`src/rtl/pixel_readout_pkg.sv`:
```
// Shared definitions for the pixel readout back end: pixel count, phase
// encoding and the multi-strobe detector used by the top level.
package pixel_readout_pkg;

  localparam int N_PIX     = 4;
  localparam int CNT_W_DEF = 8;

  typedef enum logic [2:0] {
    PH_IDLE    = 3'd0,
    PH_ERASE   = 3'd1,
    PH_EXPOSE  = 3'd2,
    PH_CONVERT = 3'd3,
    PH_READ    = 3'd4
  } phase_e;

  // True when two or more bits of the strobe vector are set.
  function automatic logic multi_hot(input logic [6:0] v);
    return (v & (v - 7'd1)) != 7'd0;
  endfunction

endpackage

```
`src/rtl/pixel_readout_if.sv`:
```
// Phase strobes, comparator inputs and readout results exchanged between the
// sensor FSM side (master) and the readout back end (slave).
interface pixel_readout_if
  import pixel_readout_pkg::*;
#(
  parameter int CNT_W = CNT_W_DEF
);
  logic             erase;
  logic             expose;
  logic             convert;
  logic             read1;
  logic             read2;
  logic             read3;
  logic             read4;
  logic [N_PIX-1:0] cmp;
  logic [CNT_W-1:0] ramp_code;
  logic [CNT_W-1:0] data_out;
  logic             data_valid;
  logic [1:0]       pix_idx;
  logic             protocol_err;

  modport master (
    output erase, expose, convert, read1, read2, read3, read4, cmp,
    input  ramp_code, data_out, data_valid, pix_idx, protocol_err
  );

  modport slave (
    input  erase, expose, convert, read1, read2, read3, read4, cmp,
    output ramp_code, data_out, data_valid, pix_idx, protocol_err
  );
endinterface

```
`src/rtl/pixel_readout_adc_channel.sv`:
```
// One pixel's conversion store: latches the ramp count when its comparator
// trips, or the overrange code if convert ends before it trips.
module pixel_adc_channel #(
  parameter int CNT_W = 8
) (
  input  logic             clk,
  input  logic             reset,
  input  logic             clr,
  input  logic             restart,
  input  logic             capture,
  input  logic             fill,
  input  logic             cmp,
  input  logic [CNT_W-1:0] cnt,
  output logic [CNT_W-1:0] mem,
  output logic             done
);

  // Capture / overrange store; erase dominates every convert action.
  always_ff @(posedge clk or negedge reset) begin
    if (!reset) begin
      mem <= {CNT_W{1'b0}};
      done <= 1'b0;
    end else if (clr) begin
      mem <= {CNT_W{1'b0}};
      done <= 1'b0;
    end else if (restart) begin
      mem <= mem;
      done <= 1'b0;
    end else if (capture && cmp && !done) begin
      mem <= cnt;
      done <= 1'b1;
    end else if (fill && !done) begin
      mem <= {CNT_W{1'b1}};
      done <= 1'b1;
    end else begin
      mem <= mem;
      done <= done;
    end
  end

endmodule

```
`src/rtl/pixel_readout.sv`:
```
// Responder side of the pixel sensor phase protocol: ramp counter, per-pixel
// capture channels, registered read mux and sticky protocol error.
module pixel_readout
  import pixel_readout_pkg::*;
#(
  parameter int CNT_W = CNT_W_DEF
) (
  input  logic            clk,
  input  logic            reset,
  pixel_readout_if.slave  bus
);

  localparam logic [CNT_W-1:0] CNT_MAX = {CNT_W{1'b1}};

  phase_e           phase_r;
  phase_e           phase_nx_s;
  logic [CNT_W-1:0] cnt_r;
  logic [CNT_W-1:0] mem_s [N_PIX];
  logic [N_PIX-1:0] done_s;
  logic [6:0]       strobes_s;
  logic [3:0]       rd_vec_s;
  logic [1:0]       rd_idx_s;
  logic             conv_q_s;
  logic             conv_rise_s;
  logic             conv_hold_s;
  logic             conv_fall_s;
  logic             rd_act_s;
  logic             rd_multi_s;

  assign strobes_s = {bus.erase, bus.convert, bus.read4, bus.read3,
                      bus.read2, bus.read1, bus.expose};
  assign rd_vec_s  = {bus.read4, bus.read3, bus.read2, bus.read1};
  // A convert masked by erase never entered CONVERT, so it does not count as held.
  assign conv_q_s    = (phase_r == PH_CONVERT);
  assign conv_rise_s = bus.convert & ~bus.erase & ~conv_q_s;
  assign conv_hold_s = bus.convert & ~bus.erase & conv_q_s;
  assign conv_fall_s = ~bus.convert & conv_q_s;
  assign rd_act_s    = ~bus.erase & ~bus.convert & (|rd_vec_s);
  assign rd_multi_s  = (rd_vec_s & (rd_vec_s - 4'd1)) != 4'd0;

  // Phase register.
  always_ff @(posedge clk or negedge reset) begin
    if (!reset) begin
      phase_r <= PH_IDLE;
    end else begin
      phase_r <= phase_nx_s;
    end
  end

  // Next phase follows the highest-priority strobe.
  always_comb begin
    phase_nx_s = PH_IDLE;
    if (bus.erase) begin
      phase_nx_s = PH_ERASE;
    end else if (bus.convert) begin
      phase_nx_s = PH_CONVERT;
    end else if (|rd_vec_s) begin
      phase_nx_s = PH_READ;
    end else if (bus.expose) begin
      phase_nx_s = PH_EXPOSE;
    end else begin
      phase_nx_s = PH_IDLE;
    end
  end

  // One-hot read strobe to pixel index.
  always_comb begin
    rd_idx_s = 2'd0;
    case (rd_vec_s)
      4'b0001: rd_idx_s = 2'd0;
      4'b0010: rd_idx_s = 2'd1;
      4'b0100: rd_idx_s = 2'd2;
      4'b1000: rd_idx_s = 2'd3;
      default: rd_idx_s = 2'd0;
    endcase
  end

  // Ramp counter, saturating; also drives the ramp DAC directly.
  always_ff @(posedge clk or negedge reset) begin
    if (!reset) begin
      cnt_r <= {CNT_W{1'b0}};
    end else if (bus.erase || conv_rise_s) begin
      cnt_r <= {CNT_W{1'b0}};
    end else if (conv_hold_s && (cnt_r != CNT_MAX)) begin
      cnt_r <= cnt_r + {{(CNT_W-1){1'b0}}, 1'b1};
    end else begin
      cnt_r <= cnt_r;
    end
  end

  assign bus.ramp_code = cnt_r;

  for (genvar i = 0; i < N_PIX; i++) begin : g_ch
    pixel_adc_channel #(.CNT_W(CNT_W)) u_ch (
      .clk     (clk),
      .reset   (reset),
      .clr     (bus.erase),
      .restart (conv_rise_s),
      .capture (conv_hold_s),
      .fill    (conv_fall_s),
      .cmp     (bus.cmp[i]),
      .cnt     (cnt_r),
      .mem     (mem_s[i]),
      .done    (done_s[i])
    );
  end

  // Registered read port; an unconverted pixel reads as zero and invalid.
  always_ff @(posedge clk or negedge reset) begin
    if (!reset) begin
      bus.data_out   <= {CNT_W{1'b0}};
      bus.data_valid <= 1'b0;
      bus.pix_idx    <= 2'd0;
    end else if (rd_act_s && !rd_multi_s) begin
      bus.pix_idx    <= rd_idx_s;
      bus.data_out   <= done_s[rd_idx_s] ? mem_s[rd_idx_s] : {CNT_W{1'b0}};
      bus.data_valid <= done_s[rd_idx_s];
    end else begin
      bus.data_out   <= bus.data_out;
      bus.data_valid <= 1'b0;
      bus.pix_idx    <= bus.pix_idx;
    end
  end

  // Sticky error; a colliding strobe wins over the clear that erase applies.
  always_ff @(posedge clk or negedge reset) begin
    if (!reset) begin
      bus.protocol_err <= 1'b0;
    end else if (multi_hot(strobes_s)) begin
      bus.protocol_err <= 1'b1;
    end else if (bus.erase) begin
      bus.protocol_err <= 1'b0;
    end else if (rd_act_s && !done_s[rd_idx_s]) begin
      bus.protocol_err <= 1'b1;
    end else begin
      bus.protocol_err <= bus.protocol_err;
    end
  end

endmodule

```
`src/flat_wrapper.sv`:
```
// flat-port wrapper written by rule: the top's interface ports become plain ports
module pixel_readout_flat import pixel_readout_pkg::*;
#(
  parameter int CNT_W = CNT_W_DEF
)
  (clk, reset, bus_erase, bus_expose, bus_convert, bus_read1, bus_read2, bus_read3, bus_read4, bus_cmp, bus_ramp_code, bus_data_out, bus_data_valid, bus_pix_idx, bus_protocol_err);
  pixel_readout_if #(.CNT_W(CNT_W)) bus_i ();
  input  logic clk;
  input  logic reset;
  input wire logic [$bits(bus_i.erase)-1:0] bus_erase;
  input wire logic [$bits(bus_i.expose)-1:0] bus_expose;
  input wire logic [$bits(bus_i.convert)-1:0] bus_convert;
  input wire logic [$bits(bus_i.read1)-1:0] bus_read1;
  input wire logic [$bits(bus_i.read2)-1:0] bus_read2;
  input wire logic [$bits(bus_i.read3)-1:0] bus_read3;
  input wire logic [$bits(bus_i.read4)-1:0] bus_read4;
  input wire logic [$bits(bus_i.cmp)-1:0] bus_cmp;
  output wire logic [$bits(bus_i.ramp_code)-1:0] bus_ramp_code;
  output wire logic [$bits(bus_i.data_out)-1:0] bus_data_out;
  output wire logic [$bits(bus_i.data_valid)-1:0] bus_data_valid;
  output wire logic [$bits(bus_i.pix_idx)-1:0] bus_pix_idx;
  output wire logic [$bits(bus_i.protocol_err)-1:0] bus_protocol_err;
  assign bus_i.erase = bus_erase;
  assign bus_i.expose = bus_expose;
  assign bus_i.convert = bus_convert;
  assign bus_i.read1 = bus_read1;
  assign bus_i.read2 = bus_read2;
  assign bus_i.read3 = bus_read3;
  assign bus_i.read4 = bus_read4;
  assign bus_i.cmp = bus_cmp;
  assign bus_ramp_code = bus_i.ramp_code;
  assign bus_data_out = bus_i.data_out;
  assign bus_data_valid = bus_i.data_valid;
  assign bus_pix_idx = bus_i.pix_idx;
  assign bus_protocol_err = bus_i.protocol_err;
  pixel_readout #(.CNT_W(CNT_W)) u_core (.clk(clk), .reset(reset), .bus(bus_i));
endmodule
```
`config.mk`:
```
export PLATFORM = sky130hd
export DESIGN_NAME = pixel_readout_flat
export DESIGN_NICKNAME = d
export VERILOG_FILES = /design/src/rtl/pixel_readout_pkg.sv /design/src/rtl/pixel_readout_if.sv /design/src/rtl/pixel_readout_adc_channel.sv /design/src/rtl/pixel_readout.sv /design/src/flat_wrapper.sv
export SDC_FILE = /design/constraint.sdc
export NUM_CORES = 1
export LEC_CHECK = 0
export BUFFER_PORTS_ARGS = -buffer_cell sky130_fd_sc_hd__buf_4
export CAP_MARGIN = 20
export CORE_AREA = 3 3 78 80
export DETAILED_ROUTE_END_ITERATION = 16
export DIE_AREA = 0 0 81 83
export GPL_TIMING_DRIVEN = 1
export PLACE_DENSITY = 0.85
export SLEW_MARGIN = 10
export SYNTH_ARGS = -nofsm -noshare
export SYNTH_HDL_FRONTEND = slang
export SYNTH_HIERARCHICAL = 1
export SYNTH_SLANG_ARGS = --single-unit
```
`constraint.sdc`:
```
create_clock -name clk -period 2.7 [get_ports clk]
set_input_delay 0.27 -clock clk [delete_from_list [all_inputs] [get_ports clk]]
set_output_delay 0.27 -clock clk [all_outputs]
set_load 0.005 [all_outputs]
```
==> results of run 1 <==
[path summary, 6_finish.rpt]
kind / slack [ns] / cells past startpoint / to
min in group clk: 0.21 / 3 / u_core/phase_r[1]$_DFF_PN0_
hold reg to reg: 0.48 / 2 / u_core/bus.data_out[0]$_DFFE_PN0P_
hold / removal: -0.02 / 1 / u_core/g_ch[2].u_ch/mem[5]$_DFFE_PN0P_
max in group asynchronous: 2.22 / 1 / u_core/phase_r[0]$_DFF_PN0_
setup / recovery: 0.51 / 6 / u_core/bus.ramp_code[7]$_DFFE_PN0P_
setup reg to reg: 0.51 / 6 / u_core/bus.ramp_code[7]$_DFFE_PN0P_
[flip-flops by register name, summed over array words and instances (netlist names)]
name                     count
u_core/bus.data_out          8
u_core/g_ch.u_ch/mem        32
u_core/bus.pix_idx           2
u_core/bus.ramp_code         8
u_core/bus.protocol_err      1
u_core/phase_r               3
u_core/g_ch.u_ch/done        4
u_core/bus.data_valid        1
[cells in the mapped netlist (2+ instances only)]
master	instances	share of area, %
sky130_fd_sc_hd__o2bb2ai_1	32	9.5
sky130_fd_sc_hd__clkbuf_1	3	0.38
sky130_fd_sc_hd__nor3_1	5	0.85
sky130_fd_sc_hd__a21oi_4	4	2.2
sky130_fd_sc_hd__nand2b_1	3	0.64
sky130_fd_sc_hd__dfrtp_1	59	50
sky130_fd_sc_hd__nand3_1	5	0.85
sky130_fd_sc_hd__or3_1	3	0.64
sky130_fd_sc_hd__nand2_1	27	3.4
sky130_fd_sc_hd__inv_1	2	0.25
sky130_fd_sc_hd__buf_6	2	0.76
sky130_fd_sc_hd__nor2b_1	2	0.42
sky130_fd_sc_hd__a211oi_1	6	1.5
sky130_fd_sc_hd__xor2_1	6	1.8
sky130_fd_sc_hd__o21ai_0	14	2.4
sky130_fd_sc_hd__nand3b_2	4	1.5
sky130_fd_sc_hd__a21oi_1	4	0.68
sky130_fd_sc_hd__nand4_1	3	0.64
sky130_fd_sc_hd__and3_1	3	0.64
sky130_fd_sc_hd__a21o_1	6	1.5
sky130_fd_sc_hd__mux4_1	7	6.2
sky130_fd_sc_hd__nor2_1	51	6.5
sky130_fd_sc_hd__nand3b_1	2	0.51
[worst register-to-register path: cells and delay by family, from the launching register on]
family | cells | cell delay [ns]
and+or+nand+nor | 3 | 0.47
AOI/OAI and AO/OA | 1 | 0.65
xor gates and xnor gates | 1 | 0.19
adders and majority gates | 1 | 0.28
DFF | 1 | 0.49
[power by group]
part           leakage [nW]  total [mW]  switching [mW]  internal [mW]
registers             0.803       0.943          0.0242          0.919
clock network         0.106       0.901           0.376          0.525
logic                 0.745       0.192           0.113         0.0790
[metrics by stage]
| step | hold WS, ns | power (mW) | worst slack (ns) | utilization [%] |
|---|---|---|---|---|
| floorplan | -0.02559 | 1.070 | 0.8839 | - |
| global placement | 0.3749 | 1.142 | 0.6267 | 59.47 |
| detailed placement | 0.3722 | 1.150 | 0.5750 | 59.47 |
| CTS | 0.004703 | 2.044 | 0.5471 | 63.58 |
| global route | 0.04223 | 2.104 | 0.3330 | 63.58 |
| finish | -0.01720 | 2.036 | 0.5109 | 63.58 |
[cell families (layout without fill, tap and decap cells)]
kind of cell    after synthesis  count (layout)
mux                           8               8
compound gates               73              73
fa+ha+maj                     2               2
simple gates                113             113
buf+inv                       8              51
flops                        59              59
xor+xnor                      6               6
[layer usage]
metal	vias to the layer above	routed length (um)	global-route usage [%]	share of wire [%]
met2	90	3416	34.95	48
met1	1124	3033	31.02	43
met5	-	0	0	0
met3	19	437	5.206	6.2
li1	1071	-	-	-
met4	0	203	12.90	2.9
[cell type report]
type | count | area, um^2
well taps | 72 | 90.09
clock inverters | 7 | 101.3
multi-input cells | 202 | 1433
inverters | 2 | 7.507
flip-flops and latches | 59 | 1476
fillers | 409 | 1993
clock buffers | 9 | 123.9
repair buffers | 33 | 247.7
==> impl_table.tex, run 1 <==
\begin{tabular}{lr}
\hline
Metric & Value \\
\hline
\multicolumn{2}{l}{\textbf{Drt}} \\
\quad Mean number of vias per cell & $\sim$6.0 \\
\quad DR DRC count & 0 \\
\quad Overall via count from detail\_route & 2304 \\
\quad Length of the first detailed-routing pass in iterations & 5 \\
\quad Post-detailed-route count of antenna-violating nets & 0 \\
\quad Number of DRC markers after the initial detailed-route iteration & $\sim$210 \\
\quad Total length of routed wires & 7090 um \\
\quad Average wire per standard cell & around 18 um \\
\multicolumn{2}{l}{\textbf{Die}} \\
\quad Std cell rows & 27 \\
\quad DIE WIDTH & 81 um \\
\quad Die Area & 6723 um\^{}2 \\
\quad Number of primary I/O pins & 33 \\
\quad Starting density of the core & 54.00\% \\
\quad Height of the die & 83 um \\
\quad Core Region & 5473 um\^{}2 \\
\multicolumn{2}{l}{\textbf{Clocking}} \\
\quad CTS tree & yes \\
\quad Clock transition time at the flip-flop clock pins of the worst setup and hold paths & 0.07 ns \\
\quad CTS Hold Bufs & 0 \\
\quad TritonCTS buffer count & 9 \\
\quad \# resized after CTS & 0 \\
\quad Clock sink total & 59 \\
\quad Number of levels in the clock H-tree & 3 \\
\quad Master cell of the clock root buffer & sky130\_fd\_sc\_hd\_\_clkbuf\_8 \\
\quad Clock buffer depth & 2 \\
\quad Post-CTS Setup Inserts & 0 \\
\quad Clk\_lat worst skew & 0.34 ns \\
\multicolumn{2}{l}{\textbf{Synthesis}} \\
\quad Dominant combinational cell family by area after synthesis & compound AO/OA/AOI/OAI gates \\
\quad Most instantiated flip-flop cell in the synthesis netlist & sky130\_fd\_sc\_hd\_\_dfrtp\_1 \\
\quad Post-synthesis compound-gate area fraction & 20.41\% \\
\quad Area of the mapped netlist & 2955 um\^{}2 \\
\quad Yosys warnings & 6 \\
\quad Adder-cell share of the synthesized area & 0.7621\% \\
\quad Syn Nets & approximately 280 \\
\quad Post-synth EDFFs & 0 \\
\quad Xor/xnor cell area share of the yosys netlist & approximately 1.8\% \\
\quad Post-Synthesis Mean Instance Area & about 11 um\^{}2 \\
\quad \#FFs+latches synth & 59 \\
\quad Cell count after synthesis & 269 \\
\quad Sequential element share of the synthesized area & 49.96\% \\
\quad Simple-Gate Fraction of Synth Area & between 10\% and 20\% \\
\quad Post-synth cell types & 39 \\
\quad Post-synthesis mux area share & 6.986\% \\
\quad Fraction of registers with async set or reset after synthesis & 100.0\% \\
\multicolumn{2}{l}{\textbf{Finish}} \\
\quad P\&R area growth vs syn & 17.74\% \\
\quad Non-filler cells, final & 384 \\
\quad Cell area after layout & 3480 um\^{}2 \\
\quad Most frequent standard cell in the layout excluding fill and tap cells & sky130\_fd\_sc\_hd\_\_dfrtp\_1 \\
\quad Layout cell share with drive strength beyond 1 & between 20\% and 30\% \\
\quad NumNets Final & 321 \\
\quad Most used cells in the layout excluding fill and tap cells & sky130\_fd\_sc\_hd\_\_dfrtp\_1, sky130\_fd\_sc\_hd\_\_nor2\_1, sky130\_fd\_sc\_hd\_\_buf\_4, sky130\_fd\_sc\_hd\_\_o2bb2ai\_1, sky130\_fd\_sc\_hd\_\_nand2\_1 \\
\quad Final antenna diode count & 0 \\
\multicolumn{2}{l}{\textbf{Place}} \\
\quad Placed cells & around 370 \\
\quad Final weighted congestion of routability-driven global placement & 0.8069 \\
\quad Placed standard-cell area & 3254 um\^{}2 \\
\quad Post-detail-place hpwl & 4771 um \\
\quad Total of buffers placed on input and output ports & 32 \\
\multicolumn{2}{l}{\textbf{Timing}} \\
\quad Unrepaired setup endpoints after global routing & no \\
\quad Final critical-path required period & 2.189 ns \\
\quad Worst relative slew slack & $\sim$48\% \\
\quad Setup Total Neg Slack & 0 ns \\
\quad Worst Clk Skew & 0.008311 ns \\
\quad Endpoints failing hold & 15 \\
\quad Slew Limit Fails & 0 \\
\quad Period utilisation layout & 81.08\% \\
\quad Slew at the pin with the worst max-slew slack & roughly 0.8 ns \\
\quad Worst Hold Slack & -0.01720 ns \\
\quad Setup-violating endpoint count in the final report & 0 \\
\quad Maximum clock rate & 0.4568 GHz \\
\multicolumn{2}{l}{\textbf{Critical path}} \\
\quad Endpoint class of the critical path & register \\
\quad Type of origin of the critical path & register \\
\quad Max stage delay on crit path & 0.65 ns \\
\quad Critical register-to-register path startpoint & u\_core/bus.ramp\_code[0]\$\_DFFE\_PN0P\_ \\
\quad Family with the most delay on the worst path & compound AO/OA/AOI/OAI gates \\
\quad Critical path start-end classification & register to register \\
\quad Worst setup path startpoint & u\_core/bus.ramp\_code[0]\$\_DFFE\_PN0P\_ \\
\quad Critical Path AT & 2.41 ns \\
\quad Critical path data required time & between 2 and 3 ns \\
\quad Critical path buffer and inverter count & 0 \\
\quad Slowest cell on the critical path & sky130\_fd\_sc\_hd\_\_a311oi\_1 \\
\quad Maximum fanout encountered on the critical timing path & 9 \\
\quad Critical-path cell list & ha\_1 > and3\_1 > a311oi\_1 > nand4\_1 > xor2\_1 > nor2\_1 \\
\multicolumn{2}{l}{\textbf{Global routing}} \\
\quad All-layer global routing usage & approximately a quarter \\
\quad Global-route wire length before repair & between 10000 and 15000 um \\
\quad Via count of the first global-routing pass & 2337 \\
\quad Gr ovfl total & 0 \\
\quad Antenna violations before repair & 0 \\
\quad Maximum number of pins on one net before global-route repair & 60 \\
\multicolumn{2}{l}{\textbf{Pwr}} \\
\quad Standby leakage power & 1.655 nW \\
\quad PwrDens & 585.1 nW/um\^{}2 \\
\quad Worst vdd ir & about 0.29 mV \\
\multicolumn{2}{l}{\textbf{Status}} \\
\quad Outcome & complete, but fails checks \\
\quad Violations in the final reports & negative hold slack \\
\multicolumn{2}{l}{\textbf{Job}} \\
\quad Number of max-cap violations & 0 \\
\multicolumn{2}{l}{\textbf{Min path}} \\
\quad Path category of the worst min-delay check & primary input to asynchronous set/reset pin \\
\hline
\end{tabular}
Power figures use the tool's default switching activity.
==> inputs of run 2 (changes only) <==
--- a/config.mk
+++ b/config.mk
@@ -7,11 +7,11 @@
 export LEC_CHECK = 0
 export BUFFER_PORTS_ARGS = -buffer_cell sky130_fd_sc_hd__buf_4
 export CAP_MARGIN = 20
-export CORE_AREA = 3 3 78 80
+export CORE_AREA = 3 3 80 82
 export DETAILED_ROUTE_END_ITERATION = 16
-export DIE_AREA = 0 0 81 83
+export DIE_AREA = 0 0 83 85
 export GPL_TIMING_DRIVEN = 1
-export PLACE_DENSITY = 0.85
+export PLACE_DENSITY = 0.84
 export SLEW_MARGIN = 10
 export SYNTH_ARGS = -nofsm -noshare
 export SYNTH_HDL_FRONTEND = slang
==> constraint.sdc (replaced) <==
create_clock -name clk -period 1.96 [get_ports clk]
set_input_delay 0.196 -clock clk [delete_from_list [all_inputs] [get_ports clk]]
set_output_delay 0.196 -clock clk [all_outputs]
set_load 0.005 [all_outputs]
==> impl_table.tex, run 2 (synthesis results as in run 1) <==
\begin{tabular}{lr}
\hline
Metric & Value \\
\hline
\multicolumn{2}{l}{\textbf{Status}} \\
\quad Outcome & finished, final reports clean \\
\multicolumn{2}{l}{\textbf{Die}} \\
\quad Number of primary I/O pins & 33 (unchanged) \\
\quad Starting density of the core & 50.82\% (-3.2 points) \\
\quad Core Region & 5816 um\^{}2 (+6.3\%) \\
\quad Std cell rows & 28 (+3.7\%) \\
\quad DIE WIDTH & 83 um (+2.5\%) \\
\quad Height of the die & 85 um (+2.4\%) \\
\quad Die Area & 7055 um\^{}2 (+4.9\%) \\
\multicolumn{2}{l}{\textbf{Finish}} \\
\quad Most used cells in the layout excluding fill and tap cells & sky130\_fd\_sc\_hd\_\_dfrtp\_1, sky130\_fd\_sc\_hd\_\_nor2\_1, sky130\_fd\_sc\_hd\_\_buf\_4, sky130\_fd\_sc\_hd\_\_o2bb2ai\_1, sky130\_fd\_sc\_hd\_\_nand2\_1 \\
\quad Layout Utilization & 60.78\% (-2.8 points) \\
\quad Non-filler cells, final & 397 (+3.4\%) \\
\quad NumNets Final & 333 (+3.7\%) \\
\quad Final antenna diode count & 0 (unchanged) \\
\quad Layout cell share with drive strength beyond 1 & 22.98\% (+2.1 points) \\
\quad Flip-flop count of the largest register after layout & 32 (unchanged) \\
\quad Cell area after layout & 3535 um\^{}2 (+1.6\%) \\
\quad Most flop-heavy register & u\_core/g\_ch.u\_ch/mem \\
\quad Most frequent standard cell in the layout excluding fill and tap cells & sky130\_fd\_sc\_hd\_\_dfrtp\_1 \\
\quad P\&R area growth vs syn & 19.60\% \\
\multicolumn{2}{l}{\textbf{Critical path}} \\
\quad Slowest cell on the critical path & sky130\_fd\_sc\_hd\_\_dfrtp\_1 \\
\quad Count of cells along the worst register-to-register path & 7 (+1) \\
\quad Critical register-to-register path endpoint & u\_core/bus.ramp\_code[5]\$\_DFFE\_PN0P\_ \\
\quad Critical path buffer and inverter count & 1 (+1) \\
\quad Critical Path AT & 1.95 ns (-0.46 ns) \\
\quad Max stage delay on crit path & 0.39 ns (-0.26 ns) \\
\quad Family with the most delay on the worst path & flip-flops \\
\quad Endpoint class of the critical path & register \\
\quad Setup slack on the worst flop-to-flop path & 0.23 ns (-0.28 ns) \\
\quad Critical register-to-register path startpoint & u\_core/bus.ramp\_code[0]\$\_DFFE\_PN0P\_ \\
\quad Type of origin of the critical path & register \\
\quad Critical path data required time & 2.17 ns (-0.75 ns) \\
\quad Critical path start-end classification & register to register \\
\quad Maximum fanout encountered on the critical timing path & 5 (-4) \\
\quad Critical-path cell list & ha\_1 > and3\_1 > a311oi\_1 > buf\_4 > nand4\_1 > xor2\_1 > nor2\_1 \\
\multicolumn{2}{l}{\textbf{Global routing}} \\
\quad Maximum number of pins on one net before global-route repair & 60 (unchanged) \\
\quad Via count of the first global-routing pass & 2316 (-0.90\%) \\
\quad Gr ovfl total & 0 (unchanged) \\
\quad All-layer global routing usage & 20.53\% (-2.8 points) \\
\quad Antenna violations before repair & 0 (unchanged) \\
\quad Global-route wire length before repair & 11540 um (-2.5\%) \\
\multicolumn{2}{l}{\textbf{Timing}} \\
\quad Setup-violating endpoint count in the final report & 0 (unchanged) \\
\quad Endpoints failing hold & 0 (-15) \\
\quad Worst Clk Skew & 0.006756 ns (-0.001555 ns) \\
\quad Slew Limit Fails & 0 (unchanged) \\
\quad Setup Total Neg Slack & 0 ns (unchanged) \\
\quad Maximum clock rate & 0.5771 GHz (+26\%) \\
\quad Slew at the pin with the worst max-slew slack & 0.7253 ns (-0.05673 ns) \\
\quad Final critical-path required period & 1.733 ns (-0.4564 ns) \\
\quad Unrepaired setup endpoints after global routing & no \\
\quad Worst relative slew slack & 51.65\% (+3.9 points) \\
\quad Period utilisation layout & 88.40\% (+7.3 points) \\
\quad Worst Hold Slack & 0.1373 ns (+0.1545 ns) \\
\multicolumn{2}{l}{\textbf{Min path}} \\
\quad Path category of the worst min-delay check & primary input to register \\
\quad Worst Hold Endpoint & u\_core/phase\_r[1]\$\_DFF\_PN0\_ \\
\quad Hold-critical path depth & 3 \\
\quad HP Start & bus\_expose \\
\multicolumn{2}{l}{\textbf{Pwr}} \\
\quad PwrDens & 741.0 nW/um\^{}2 (+27\%) \\
\quad Switching share of power & 24.09\% (-1.1 points) \\
\quad Fraction of power consumed by combinational cells & 10.5\% (+1.1 points) \\
\quad Cell Int Power & 1.988 mW (+31\%) \\
\quad Worst vdd ir & 0.4019 mV (+39\%) \\
\quad Clk network pwr share & 39.9\% (-4.3 points) \\
\quad Total net switching power & 0.6309 mW (+23\%) \\
\quad Standby leakage power & 1.706 nW (+3.1\%) \\
\quad Sequential power share & 49.5\% (+3.2 points) \\
\multicolumn{2}{l}{\textbf{Drt}} \\
\quad Mean number of vias per cell & 5.831 (-2.8\%) \\
\quad Overall via count from detail\_route & 2315 (+0.48\%) \\
\quad Number of DRC markers after the initial detailed-route iteration & 264 (+24\%) \\
\quad Length of the first detailed-routing pass in iterations & 4 (-1) \\
\quad DR DRC count & 0 (unchanged) \\
\quad Average wire per standard cell & 17.12 um (-7.3\%) \\
\quad Post-detailed-route count of antenna-violating nets & 0 (unchanged) \\
\quad Total length of routed wires & 6797 um (-4.1\%) \\
\multicolumn{2}{l}{\textbf{Clocking}} \\
\quad Clk\_lat worst skew & 0.33 ns (about the same) \\
\quad Clock buffer depth & 2 (unchanged) \\
\quad Master cell of the clock root buffer & sky130\_fd\_sc\_hd\_\_clkbuf\_8 \\
\quad Clock transition time at the flip-flop clock pins of the worst setup and hold paths & 0.06 ns (about the same) \\
\quad Post-CTS Setup Inserts & 0 (unchanged) \\
\quad Number of levels in the clock H-tree & 3 (unchanged) \\
\quad Clock sink total & 59 (unchanged) \\
\quad TritonCTS buffer count & 9 (unchanged) \\
\quad CTS tree & yes \\
\multicolumn{2}{l}{\textbf{Place}} \\
\quad Final weighted congestion of routability-driven global placement & 0.8248 (+2.2\%) \\
\quad Placed standard-cell area & 3341 um\^{}2 (+2.7\%) \\
\quad Placed cells & 382 (+3.8\%) \\
\quad Total of buffers placed on input and output ports & 32 (unchanged) \\
\quad Post-detail-place hpwl & 4811 um (+0.82\%) \\
\multicolumn{2}{l}{\textbf{Job}} \\
\quad Number of max-cap violations & 0 (unchanged) \\
\hline
\end{tabular}
run 2: changes by cell type in the layout (fill, tap and decap cells not counted):
cell,delta
sky130_fd_sc_hd__bufinv_16,-1
sky130_fd_sc_hd__clkbuf_8,+1
sky130_fd_sc_hd__clkinvlp_4,-2
sky130_fd_sc_hd__clkinv_4,-2
sky130_fd_sc_hd__nor2b_2,+1
sky130_fd_sc_hd__inv_6,-1
sky130_fd_sc_hd__nor2b_1,-1
sky130_fd_sc_hd__clkinv_2,+2
sky130_fd_sc_hd__clkbuf_1,+1
sky130_fd_sc_hd__buf_4,+11
sky130_fd_sc_hd__dlygate4sd3_1,+1
run 2: repair_timing:
item | CTS | global route
hold endpoints to repair | 59 | 0
setup endpoints to repair | 0 | 32
resized for setup | 0 | 1
hold buffers | 1 | 0
run 2: power by group through the flow:
stage | clock, mW | combinational, mW | sequential [mW]
2_1_floorplan | 0 | 0.164 | 1.31
3_3_place_gp | 0 | 0.264 | 1.32
3_5_place_dp | 0 | 0.275 | 1.32
4_1_cts | 1.07 | 0.277 | 1.30
5_1_grt | 1.13 | 0.304 | 1.30
6_report | 1.05 | 0.276 | 1.30
run 2: worst register-to-register path: stages (launching register included):
cell	delay (ns)
sky130_fd_sc_hd__dfrtp_1	0.39
sky130_fd_sc_hd__ha_1	0.23
sky130_fd_sc_hd__and3_1	0.22
sky130_fd_sc_hd__a311oi_1	0.27
sky130_fd_sc_hd__buf_4	0.18
sky130_fd_sc_hd__nand4_1	0.11
sky130_fd_sc_hd__xor2_1	0.16
sky130_fd_sc_hd__nor2_1	0.05
run 2: worst max path at each step:
stage,to,from,cells after the start
after detailed placement,u_core/g_ch[0].u_ch/mem[2]$_DFFE_PN0P_,bus_erase,6
after floorplan,u_core/bus.ramp_code[7]$_DFFE_PN0P_,u_core/bus.ramp_code[0]$_DFFE_PN0P_,6
after global routing,u_core/bus.ramp_code[7]$_DFFE_PN0P_,u_core/bus.ramp_code[1]$_DFFE_PN0P_,7
final,u_core/bus.ramp_code[5]$_DFFE_PN0P_,u_core/bus.ramp_code[0]$_DFFE_PN0P_,7
after CTS,u_core/g_ch[2].u_ch/mem[1]$_DFFE_PN0P_,u_core/phase_r[0]$_DFF_PN0_,5
after global placement,u_core/g_ch[3].u_ch/mem[4]$_DFFE_PN0P_,bus_erase,6
run 2: cell type report:
| type | count | area, um^2 |
|---|---|---|
| inverters | 2 | 7.507 |
| flip-flops and latches | 59 | 1476 |
| multi-input cells | 202 | 1435 |
| clock inverters | 3 | 40.04 |
| fillers | 461 | 2281 |
| repair buffers | 45 | 340.3 |
| clock buffers | 11 | 141.4 |
| well taps | 75 | 93.84 |
run 2: stage by stage:
stage | setup slack, ns | power, mW
finish | 0.2273 | 2.619
global route | 0.1377 | 2.733
CTS | 0.07007 | 2.641
detailed placement | 0.06345 | 1.592
global placement | 0.1981 | 1.581
floorplan | 0.1439 | 1.473
run 2: layer usage:
metal / share of wire (%) / global-route usage (%)
met1: 43 / 26.90
met2: 49 / 33.38
met3: 6.3 / 5.534
met4: 0.99 / 6.835
met5: 0 / 0
==> inputs of run 3 (changes only) <==
--- a/config.mk
+++ b/config.mk
@@ -5,13 +5,13 @@
 export SDC_FILE = /design/constraint.sdc
 export NUM_CORES = 1
 export LEC_CHECK = 0
-export BUFFER_PORTS_ARGS = -buffer_cell sky130_fd_sc_hd__buf_4
 export CAP_MARGIN = 20
-export CORE_AREA = 3 3 80 82
+export CORE_AREA = 3 3 87 89
 export DETAILED_ROUTE_END_ITERATION = 16
-export DIE_AREA = 0 0 83 85
+export DIE_AREA = 0 0 90 92
+export DONT_BUFFER_PORTS = 1
 export GPL_TIMING_DRIVEN = 1
-export PLACE_DENSITY = 0.84
+export PLACE_DENSITY = 0.7
 export SLEW_MARGIN = 10
 export SYNTH_ARGS = -nofsm -noshare
 export SYNTH_HDL_FRONTEND = slang
==> impl_table.tex, run 3 (synthesis results as in run 1) <==
\begin{tabular}{lr}
\hline
Metric & Value \\
\hline
\multicolumn{2}{l}{\textbf{Status}} \\
\quad Outcome & finished, final reports clean \\
\multicolumn{2}{l}{\textbf{Job}} \\
\quad Number of max-cap violations & 0 (unchanged) \\
\multicolumn{2}{l}{\textbf{Clocking}} \\
\quad Post-CTS Setup Inserts & 0 (unchanged) \\
\quad Clock sink total & 59 (unchanged) \\
\quad Master cell of the clock root buffer & sky130\_fd\_sc\_hd\_\_clkbuf\_8 \\
\quad Clock buffer depth & 2 (unchanged) \\
\quad Clk\_lat worst skew & 0.34 ns (about the same) \\
\quad CTS tree & yes \\
\quad Number of levels in the clock H-tree & 3 (unchanged) \\
\quad TritonCTS buffer count & 9 (unchanged) \\
\quad Clock transition time at the flip-flop clock pins of the worst setup and hold paths & 0.06 ns (about the same) \\
\multicolumn{2}{l}{\textbf{Timing}} \\
\quad Worst Hold Slack & 0.02525 ns (-0.1120 ns) \\
\quad Final worst-path setup slack & 0.2025 ns (-0.02487 ns) \\
\quad Slew at the pin with the worst max-slew slack & 0.5119 ns (-0.2134 ns) \\
\quad Slew Limit Fails & 0 (unchanged) \\
\quad Setup-violating endpoint count in the final report & 0 (unchanged) \\
\quad Maximum clock rate & 0.5690 GHz (-1.4\%) \\
\quad Setup Total Neg Slack & 0 ns (unchanged) \\
\quad Endpoints failing hold & 0 (unchanged) \\
\quad Unrepaired setup endpoints after global routing & no \\
\quad Period utilisation layout & 89.67\% (+1.3 points) \\
\quad Worst relative slew slack & 65.87\% (+14 points) \\
\quad Final critical-path required period & 1.758 ns (+0.02487 ns) \\
\quad Worst Clk Skew & 0.009947 ns (+0.003191 ns) \\
\multicolumn{2}{l}{\textbf{Drt}} \\
\quad Met2 WL post-DR & 3189 um (-4.8\%) \\
\quad Max Used Layer & met4 \\
\quad Length of routed met3 wiring & 460 um (+7.5\%) \\
\quad Number of DRC markers after the initial detailed-route iteration & 146 (-45\%) \\
\quad Total length of routed wires & 6783 um (-0.21\%) \\
\quad Overall via count from detail\_route & 2201 (-4.9\%) \\
\quad Average wire per standard cell & 17.35 um (+1.3\%) \\
\quad Wire length the detailed router placed on met1 & 2977 um (+0.92\%) \\
\quad Mean number of vias per cell & 5.629 (-3.5\%) \\
\quad Length of the first detailed-routing pass in iterations & 4 (unchanged) \\
\quad Post-detailed-route count of antenna-violating nets & 0 (unchanged) \\
\quad DR DRC count & 0 (unchanged) \\
\multicolumn{2}{l}{\textbf{Finish}} \\
\quad Flip-flop count of the largest register after layout & 32 (unchanged) \\
\quad Final antenna diode count & 0 (unchanged) \\
\quad Most frequent standard cell in the layout excluding fill and tap cells & sky130\_fd\_sc\_hd\_\_dfrtp\_1 \\
\quad Most used cells in the layout excluding fill and tap cells & sky130\_fd\_sc\_hd\_\_dfrtp\_1, sky130\_fd\_sc\_hd\_\_nor2\_1, sky130\_fd\_sc\_hd\_\_o2bb2ai\_1, sky130\_fd\_sc\_hd\_\_nand2\_1, sky130\_fd\_sc\_hd\_\_o21ai\_0 \\
\quad Cell area after layout & 3420 um\^{}2 (-3.3\%) \\
\quad P\&R area growth vs syn & 15.71\% \\
\quad Most flop-heavy register & u\_core/g\_ch.u\_ch/mem \\
\quad Layout Utilization & 50.05\% (-11 points) \\
\quad NumNets Final & 305 (-8.4\%) \\
\quad Layout cell share with drive strength beyond 1 & 15.59\% (-7.4 points) \\
\quad Fill cell count & 626 (+36\%) \\
\quad Non-filler cells, final & 391 (-1.5\%) \\
\multicolumn{2}{l}{\textbf{Place}} \\
\quad Final weighted congestion of routability-driven global placement & 0.7882 (-4.4\%) \\
\quad Placed cells & 372 (-2.6\%) \\
\quad Worst setup slack before clock tree synthesis & 0.1129 ns (+0.04949 ns) \\
\quad Post-detail-place hpwl & 4752 um (-1.2\%) \\
\quad Placed standard-cell area & 3134 um\^{}2 (-6.2\%) \\
\quad Total of buffers placed on input and output ports & 0 (-100\%) \\
\multicolumn{2}{l}{\textbf{Critical path}} \\
\quad Setup slack on the worst flop-to-flop path & 0.20 ns (-0.02 ns) \\
\quad Type of origin of the critical path & register \\
\quad Critical path start-end classification & register to register \\
\quad Critical path data required time & 2.21 ns (+0.04 ns) \\
\quad Maximum fanout encountered on the critical timing path & 10 (+5) \\
\quad Endpoint class of the critical path & register \\
\quad Critical Path AT & 2.01 ns (+0.06 ns) \\
\multicolumn{2}{l}{\textbf{Global routing}} \\
\quad Global-route wire length before repair & 11140 um (-3.4\%) \\
\quad Via count of the first global-routing pass & 2049 (-12\%) \\
\quad Antenna violations before repair & 0 (unchanged) \\
\quad All-layer global routing usage & 17.27\% (-3.3 points) \\
\quad Maximum number of pins on one net before global-route repair & 60 (unchanged) \\
\quad Gr ovfl total & 0 (unchanged) \\
\multicolumn{2}{l}{\textbf{Pwr}} \\
\quad Worst vdd ir & 0.2606 mV (-35\%) \\
\quad PwrDens & 810.2 nW/um\^{}2 (+9.3\%) \\
\quad Power after layout & 2.770 mW (+5.8\%) \\
\quad Standby leakage power & 1.590 nW (-6.8\%) \\
\multicolumn{2}{l}{\textbf{Die}} \\
\quad Core Region & 6832 um\^{}2 (+17\%) \\
\quad Std cell rows & 30 (+7.1\%) \\
\quad Height of the die & 92 um (+8.2\%) \\
\quad Die Area & 8280 um\^{}2 (+17\%) \\
\quad DIE WIDTH & 90 um (+8.4\%) \\
\quad Number of primary I/O pins & 33 (unchanged) \\
\quad Starting density of the core & 43.26\% (-7.6 points) \\
\multicolumn{2}{l}{\textbf{Min path}} \\
\quad Path category of the worst min-delay check & primary input to register \\
\hline
\end{tabular}
-- run 3: area by class of cell --
class | instances | area, um^2 | area share [%]
clock inverter | 4 | 73.82 | 2.159
multi-input combinational | 202 | 1435 | 41.97
inverter | 2 | 7.507 | 0.2195
tap | 96 | 120.1 | 3.513
clock buffer | 11 | 151.4 | 4.427
sequential | 59 | 1476 | 43.18
timing repair buffer | 17 | 155.1 | 4.537
-- run 3: report_power, final --
group / leakage (nW) / internal (mW) / switching, mW / total [mW]
Sequential: 0.803 / 1.27 / 0.0329 / 1.30
Combinational: 0.671 / 0.100 / 0.128 / 0.228
Clock: 0.115 / 0.778 / 0.465 / 1.24
-- run 3: path summary, 6_finish.rpt --
kind / end / from / cells past startpoint
max in group asynchronous: u_core/g_ch[1].u_ch/mem[1]$_DFFE_PN0P_ / reset / 2
setup reg to reg: u_core/g_ch[1].u_ch/mem[2]$_DFFE_PN0P_ / u_core/phase_r[2]$_DFF_PN0_ / 7
hold reg to reg: u_core/g_ch[3].u_ch/mem[7]$_DFFE_PN0P_ / u_core/g_ch[3].u_ch/mem[7]$_DFFE_PN0P_ / 1
hold / removal: u_core/phase_r[2]$_DFF_PN0_ / bus_read1 / 2
min in group asynchronous: u_core/bus.data_out[1]$_DFFE_PN0P_ / reset / 2
setup / recovery: u_core/g_ch[1].u_ch/mem[2]$_DFFE_PN0P_ / u_core/phase_r[2]$_DFF_PN0_ / 7
-- run 3: worst max-delay path, cell delays in order (launching register included) --
cell and delay [ns]:
sky130_fd_sc_hd__dfrtp_1 0.35, sky130_fd_sc_hd__nand3b_1 0.21, sky130_fd_sc_hd__buf_4 0.18, sky130_fd_sc_hd__nor2_1 0.09, sky130_fd_sc_hd__buf_4 0.19, sky130_fd_sc_hd__a21o_1 0.19, sky130_fd_sc_hd__nand2_1 0.22, sky130_fd_sc_hd__o2bb2ai_1 0.24
-- run 3: layer usage --
| metal | global-route usage, % | vias up |
|---|---|---|
| met5 | 0 | - |
| met4 | 8.036 | 0 |
| met3 | 4.102 | 13 |
| met2 | 26.14 | 65 |
| met1 | 23.54 | 1080 |
| li1 | - | 1043 |
-- run 3: what timing repair did --
| action | CTS | global route |
|---|---|---|
| resized for setup | 0 | 1 |
| setup endpoints to repair | 0 | 32 |
| hold endpoints to repair | 64 | 0 |
| hold buffers | 4 | 0 |
